<file path="config.mk">
export PLATFORM = sky130hd
export DESIGN_NAME = uram_port_arbiter_flat
export DESIGN_NICKNAME = d
export VERILOG_FILES = /design/src/rtl/uram_arb_pkg.sv /design/src/rtl/uram_port_arbiter_if.sv /design/src/rtl/uram_rsp_tag_pipe.sv /design/src/rtl/uram_port_arbiter.sv /design/src/flat_wrapper.sv
export SDC_FILE = /design/constraint.sdc
export NUM_CORES = 1
export LEC_CHECK = 0
export ABC_AREA = 1
export ABC_CLOCK_PERIOD_IN_PS = 1500
export CAP_MARGIN = 20
export CORE_AREA = 2 2 196 198
export DETAILED_ROUTE_END_ITERATION = 8
export DIE_AREA = 0 0 198 200
export GPL_TIMING_DRIVEN = 0
export PLACE_DENSITY = 0.47
export SLEW_MARGIN = 20
export SYNTH_ARGS = -nofsm -noshare
export SYNTH_HDL_FRONTEND = slang
export SYNTH_HIERARCHICAL = 1
export SYNTH_SLANG_ARGS = --single-unit
</file>
<file path="constraint.sdc">
create_clock -name clk -period 1.5 [get_ports clk]
set_input_delay 0.375 -clock clk [delete_from_list [all_inputs] [get_ports clk]]
set_output_delay 0.375 -clock clk [all_outputs]
set_load 0.02 [all_outputs]
</file>
<file path="src/rtl/uram_arb_pkg.sv">
// Shared types for the UltraRAM port arbiter: port ids, FSM states,
// the read-response tag carried through the latency pipe, and the latency helper.
package uram_arb_pkg;

  typedef enum logic {
    PORT_A = 1'b0,
    PORT_B = 1'b1
  } port_e;

  typedef enum logic {
    ST_INIT,
    ST_RUN
  } state_e;

  typedef struct packed {
    logic  vld;
    port_e port;
  } rsp_tag_t;

  // URAM read latency: the macro's internal registers plus the output pipeline.
  function automatic int rlat(input int nbpipe);
    return nbpipe + 2;
  endfunction

endpackage

</file>
<file path="src/rtl/uram_port_arbiter_if.sv">
// One requester's memory port: request handshake plus a pulsed,
// non-backpressured read response.
interface uram_port_arbiter_if #(
  parameter int AWIDTH  = 12,
  parameter int NUM_COL = 9,
  parameter int DWIDTH  = 72
);
  logic               req_vld;
  logic               req_rdy;
  logic [NUM_COL-1:0] req_we;
  logic [AWIDTH-1:0]  req_addr;
  logic [DWIDTH-1:0]  req_wdata;
  logic               rsp_vld;
  logic [DWIDTH-1:0]  rsp_data;

  modport master (
    output req_vld, req_we, req_addr, req_wdata,
    input  req_rdy, rsp_vld, rsp_data
  );

  modport slave (
    input  req_vld, req_we, req_addr, req_wdata,
    output req_rdy, rsp_vld, rsp_data
  );
endinterface

</file>
<file path="src/rtl/uram_rsp_tag_pipe.sv">
// Shift register of {vld, port} tags that follows each read through the
// macro latency so the returning data can be steered to its issuer.
module uram_rsp_tag_pipe
  import uram_arb_pkg::*;
#(
  parameter int DEPTH = 5
) (
  input  logic     clk,
  input  logic     rst,
  input  rsp_tag_t tag_in,
  output rsp_tag_t tag_out
);

  rsp_tag_t pipe [DEPTH];

  // NOTE: sequential state uses non-blocking assignments so every stage
  // samples its predecessor's pre-edge value; blocking would collapse the pipe.
  always_ff @(posedge clk) begin
    if (rst) begin
      for (int i = 0; i < DEPTH; i++) pipe[i] <= '{vld: 1'b0, port: PORT_A};
    end else begin
      pipe[0] <= tag_in;
      for (int i = 1; i < DEPTH; i++) pipe[i] <= pipe[i-1];
    end
  end

  assign tag_out = pipe[DEPTH-1];

endmodule

</file>
<file path="src/rtl/uram_port_arbiter.sv">
// Shares one single-port no-change URAM between two requesters: zero-fills the
// array after reset, then grants one op per cycle round-robin and returns reads.
module uram_port_arbiter
  import uram_arb_pkg::*;
#(
  parameter int AWIDTH  = 12,
  parameter int NUM_COL = 9,
  parameter int CWIDTH  = 8,
  parameter int DWIDTH  = NUM_COL * CWIDTH,
  parameter int NBPIPE  = 3
) (
  input  logic               clk,
  input  logic               rst,
  uram_port_arbiter_if.slave a,
  uram_port_arbiter_if.slave b,
  output logic               init_done,
  output logic               ram_en,
  output logic [NUM_COL-1:0] ram_we,
  output logic [AWIDTH-1:0]  ram_addr,
  output logic [DWIDTH-1:0]  ram_din,
  output logic               ram_regce,
  input  logic [DWIDTH-1:0]  ram_dout
);

  localparam int RLAT = rlat(NBPIPE);

  state_e            state, state_nx;
  logic [AWIDTH-1:0] init_cnt, init_cnt_nx;
  port_e             ptr, ptr_nx;
  logic              gnt_a, gnt_b;
  rsp_tag_t          tag_in, tag_out;

  always_ff @(posedge clk) begin
    if (rst) begin
      state    <= ST_INIT;
      init_cnt <= '0;
      ptr      <= PORT_A;
    end else begin
      state    <= state_nx;
      init_cnt <= init_cnt_nx;
      ptr      <= ptr_nx;
    end
  end

  // NOTE: every signal written here gets a default first, so no path through
  // the case leaves a value unassigned and no latch is inferred.
  always_comb begin
    state_nx    = state;
    init_cnt_nx = init_cnt;
    ptr_nx      = ptr;
    gnt_a       = 1'b0;
    gnt_b       = 1'b0;
    init_done   = 1'b0;
    ram_en      = 1'b0;
    ram_we      = '0;
    ram_addr    = '0;
    ram_din     = '0;
    tag_in      = '{vld: 1'b0, port: PORT_A};

    // Outputs are forced idle while rst is held, not just after its edge.
    if (!rst) begin
      unique case (state)
        ST_INIT: begin
          ram_en   = 1'b1;
          ram_we   = '1;
          ram_addr = init_cnt;
          if (init_cnt == '1) state_nx = ST_RUN;
          else                init_cnt_nx = init_cnt + 1'b1;
        end
        ST_RUN: begin
          init_done = 1'b1;
          gnt_a     = a.req_vld & (~b.req_vld | (ptr == PORT_A));
          gnt_b     = b.req_vld & ~gnt_a;
          if (a.req_vld && b.req_vld) ptr_nx = (ptr == PORT_A) ? PORT_B : PORT_A;
          if (gnt_a) begin
            ram_en   = 1'b1;
            ram_we   = a.req_we;
            ram_addr = a.req_addr;
            ram_din  = a.req_wdata;
            tag_in   = '{vld: ~|a.req_we, port: PORT_A};
          end else if (gnt_b) begin
            ram_en   = 1'b1;
            ram_we   = b.req_we;
            ram_addr = b.req_addr;
            ram_din  = b.req_wdata;
            tag_in   = '{vld: ~|b.req_we, port: PORT_B};
          end
        end
        default: state_nx = ST_INIT;
      endcase
    end
  end

  uram_rsp_tag_pipe #(.DEPTH(RLAT)) u_tag_pipe (
    .clk     (clk),
    .rst     (rst),
    .tag_in  (tag_in),
    .tag_out (tag_out)
  );

  assign a.req_rdy  = gnt_a;
  assign b.req_rdy  = gnt_b;
  assign a.rsp_vld  = ~rst & tag_out.vld & (tag_out.port == PORT_A);
  assign b.rsp_vld  = ~rst & tag_out.vld & (tag_out.port == PORT_B);
  assign a.rsp_data = ram_dout;
  assign b.rsp_data = ram_dout;
  assign ram_regce  = 1'b1;

endmodule

</file>
<file path="src/flat_wrapper.sv">
// flat-port wrapper written by rule: the top's interface ports become plain ports
module uram_port_arbiter_flat import uram_arb_pkg::*;
#(
  parameter int AWIDTH  = 12,
  parameter int NUM_COL = 9,
  parameter int CWIDTH  = 8,
  parameter int DWIDTH  = NUM_COL * CWIDTH,
  parameter int NBPIPE  = 3
)
  (clk, rst, init_done, ram_en, ram_we, ram_addr, ram_din, ram_regce, ram_dout, a_req_vld, a_req_we, a_req_addr, a_req_wdata, a_req_rdy, a_rsp_vld, a_rsp_data, b_req_vld, b_req_we, b_req_addr, b_req_wdata, b_req_rdy, b_rsp_vld, b_rsp_data);
  uram_port_arbiter_if #(.AWIDTH(AWIDTH), .NUM_COL(NUM_COL), .DWIDTH(DWIDTH)) a_i ();
  uram_port_arbiter_if #(.AWIDTH(AWIDTH), .NUM_COL(NUM_COL), .DWIDTH(DWIDTH)) b_i ();
  input  logic clk;
  input  logic rst;
  output logic init_done;
  output logic ram_en;
  output logic [NUM_COL-1:0] ram_we;
  output logic [AWIDTH-1:0] ram_addr;
  output logic [DWIDTH-1:0] ram_din;
  output logic ram_regce;
  input  logic [DWIDTH-1:0] ram_dout;
  input wire logic [$bits(a_i.req_vld)-1:0] a_req_vld;
  input wire logic [$bits(a_i.req_we)-1:0] a_req_we;
  input wire logic [$bits(a_i.req_addr)-1:0] a_req_addr;
  input wire logic [$bits(a_i.req_wdata)-1:0] a_req_wdata;
  output wire logic [$bits(a_i.req_rdy)-1:0] a_req_rdy;
  output wire logic [$bits(a_i.rsp_vld)-1:0] a_rsp_vld;
  output wire logic [$bits(a_i.rsp_data)-1:0] a_rsp_data;
  input wire logic [$bits(b_i.req_vld)-1:0] b_req_vld;
  input wire logic [$bits(b_i.req_we)-1:0] b_req_we;
  input wire logic [$bits(b_i.req_addr)-1:0] b_req_addr;
  input wire logic [$bits(b_i.req_wdata)-1:0] b_req_wdata;
  output wire logic [$bits(b_i.req_rdy)-1:0] b_req_rdy;
  output wire logic [$bits(b_i.rsp_vld)-1:0] b_rsp_vld;
  output wire logic [$bits(b_i.rsp_data)-1:0] b_rsp_data;
  assign a_i.req_vld = a_req_vld;
  assign a_i.req_we = a_req_we;
  assign a_i.req_addr = a_req_addr;
  assign a_i.req_wdata = a_req_wdata;
  assign a_req_rdy = a_i.req_rdy;
  assign a_rsp_vld = a_i.rsp_vld;
  assign a_rsp_data = a_i.rsp_data;
  assign b_i.req_vld = b_req_vld;
  assign b_i.req_we = b_req_we;
  assign b_i.req_addr = b_req_addr;
  assign b_i.req_wdata = b_req_wdata;
  assign b_req_rdy = b_i.req_rdy;
  assign b_rsp_vld = b_i.rsp_vld;
  assign b_rsp_data = b_i.rsp_data;
  uram_port_arbiter #(.AWIDTH(AWIDTH), .NUM_COL(NUM_COL), .CWIDTH(CWIDTH), .DWIDTH(DWIDTH), .NBPIPE(NBPIPE)) u_core (.clk(clk), .rst(rst), .a(a_i), .b(b_i), .init_done(init_done), .ram_en(ram_en), .ram_we(ram_we), .ram_addr(ram_addr), .ram_din(ram_din), .ram_regce(ram_regce), .ram_dout(ram_dout));
endmodule
</file>
==> flow_summary.ini <==
[grt]
grt_pass1_wl_mm = 33.3
grt_overflow = 0
grt_pass1_vias = 4818
grt_start_max_net_pins = 15
grtUsageTotal = 0.116
antenna_found_initial = 2

[logic_synthesis]
synth-seq-cells = 24
yosysWarnings = 6
synth_area_per_cell_um2 = 6.83
ys_seq_area_frac = 0.142
synth_fp_nets = 757
synthDistinctLibCells = 24
synthesis.area_um2 = 3370
netlist_instances = 494

[critical_path]
crit_chain = inv_8 > nor2_4 > buf_4 > nand2_4 > clkinv_8 > buf_12 > buf_8 > a22o_4 > buf_6
worstSetupEndpointType = primary output
cpMaxStageDelayCell = dfxtp_4
cp.required_ps = 1120
critPathKind = reg2out
cp.arrival_ps = 1730
cp-start-kind = register
max_stage_delay_ps = 370
crit_fanout = 10

[job]
max_cap_violations = 0

[clocking]
path_clk_slew_ps = 70
clkLatencyLatePin_ps = 260
cts_tree = yes
cts_buffer_depth = 2
cts_sinks = 24
root_buffer = clkbuf_16
cts_buffers = 3
cts_hold_buffers = 0
cts_max_level = 1

[timing]
max_clock_freq_mhz = 475
fin_crit_sh = 1.40
finalClockSkew_ps = 7.06
fin_crit_ps = 2110
rsz0062_at_grt = true
setup_viol = 97
setup_slack_ps = -606
timing.hold.ws_ps = 401
drv_slew = 0
finalHoldViolCount = 0

[place]
gp_congestion = 0.813
io_buffers = 432
dp_hpwl_mm = 22.1

[layout]
drive_gt1_frac = 0.434
final_common_cell = clkdlybuf4s50_1
most-common-layout-cells = clkdlybuf4s50_1 (330), buf_4 (174), buf_6 (85)
final-seq-area_um2 = 488
fin_nets = 1227
fillers = 4026
syn_to_final_growth_pct = 200
multi_input_area_um2 = 2200

[power]
power_density_nw_per_um2 = 318
ir_worst_vdd_mv = 0.290
power_mw = 3.22
leakage_nw = 4.30

[floorplanning]
fp.dieH_um = 200
coreArea_um2 = 37400
die_w_um = 198
initial_core_util = 0.0902
rows = 71
die_area_um2 = 39600
ios = 506

[drt]
dr_total_vias = 5070
vias_per_cell = 3.43
drtPass1Iterations = 4
drc = 0
drtIter0Drc = 212
drtAntennaViolNets = 0
postRouteWirelength_mm = 26.1
drt-wirelength-per-cell_um = 17.7

[min_path]
hp-class = reg2reg

[outcome]
outcome = finished with violations
violations = negative setup slack
Yosys cell counts (all sizes together):
cell,number,share of area
a21oi,12,0.018
a22o,72,0.19
a31oi,20,0.037
buf,169,0.37
clkbuf,7,0.0078
conb,1,0.0011
dfxtp,24,0.14
ha,1,0.0037
inv,28,0.032
nand2,79,0.088
nand3,17,0.025
nand3b,1,0.0022
nand4,2,0.0037
nor2,40,0.049
nor3,6,0.0089
nor4,1,0.0019
o211ai,1,0.0022
o21ai,13,0.019
logic make-up after synthesis:
kind of cell             count (synthesis)  share of synthesized area
AO/OA/AOI/OAI                          118                      0.263
adder cells (fa/ha/maj)                  1                    0.00371
buffers and inverters                  204                      0.410
AND/OR/NAND/NOR                        146                      0.179
other                                    1                    0.00111
flip-flops                              24                      0.142
cell type report:
| class | count | share of cell area |
|---|---|---|
| Clock inverter | 1 | 0.00297 |
| Multi-Input combinational cell | 266 | 0.218 |
| Timing Repair Buffer | 467 | 0.491 |
| Tap cell | 511 | 0.0631 |
| Buffer | 174 | 0.155 |
| Antenna cell | 2 | 0.000494 |
| Inverter | 28 | 0.0141 |
| Clock buffer | 3 | 0.00741 |
| Sequential cell | 24 | 0.0482 |
flip-flops by register name, indices dropped and copies added, names as in the netlist:
signal                  count
u_core/state                1
u_core/init_cnt            12
u_core/ptr                  1
u_core/u_tag_pipe/pipe     10
timing repair:
item                       CTS  global route
setup buffers               10            14
pin swaps                   35            37
gates cloned                 6             7
gates resized for setup    711           122
setup endpoints to repair  115           109
final timing paths:
kind,startpoint,to,slack (ps),cells past startpoint
setup / recovery,u_core/state$_SDFF_PP0_,ram_din[50],-610,9
hold / removal,u_core/u_tag_pipe/pipe[0][5]$_SDFF_PP0_,u_core/u_tag_pipe/pipe[0][7]$_SDFF_PP0_,400,2
hold reg to reg,u_core/u_tag_pipe/pipe[0][5]$_SDFF_PP0_,u_core/u_tag_pipe/pipe[0][7]$_SDFF_PP0_,400,2
setup reg to reg,u_core/state$_SDFF_PP0_,u_core/u_tag_pipe/pipe[0][1]$_SDFF_PP0_,50,11
power by group:
| part | total, mW | internal [mW] | switching (mW) |
|---|---|---|---|
| sequential | 0.652 | 0.643 | 0.00872 |
| clock | 0.773 | 0.531 | 0.242 |
| combinational | 1.79 | 1.11 | 0.680 |
| total | 3.22 | 2.29 | 0.931 |
per-layer routing:
| layer | vias to the layer above | routed length, um | share of wire | GRT usage |
|---|---|---|---|---|
| met2 | 238 | 13700 | 0.53 | 0.220 |
| met3 | 21 | 1720 | 0.066 | 0.0175 |
| met4 | 0 | 603 | 0.023 | 0.0301 |
| li1 | 2482 | - | - | - |
| met5 | - | 0 | 0 | 0 |
| met1 | 2329 | 10100 | 0.39 | 0.135 |
stage by stage:
stage | setup slack, ps | cells | util | TNS, ps | instance area, um^2
floorplan | -206 | 494 | - | -12680 | 3650
global placement | -1890 | 1437 | 0.230 | -166520 | 8610
detailed placement | -1860 | 1437 | 0.230 | -166220 | 8610
CTS | -647 | 1457 | 0.252 | -47630 | 9420
global route | -645 | 1476 | 0.271 | -52480 | 10100
finish | -606 | 1476 | 0.271 | -47190 | 10100
critical path, delay by kind of cell (launching register included):
kind	cells	cell delay [ps]
simple gates	2	110
compound gates	1	270
flops	1	370
buf+inv	6	700
Note: power is estimated with default switching activity, not from simulation.
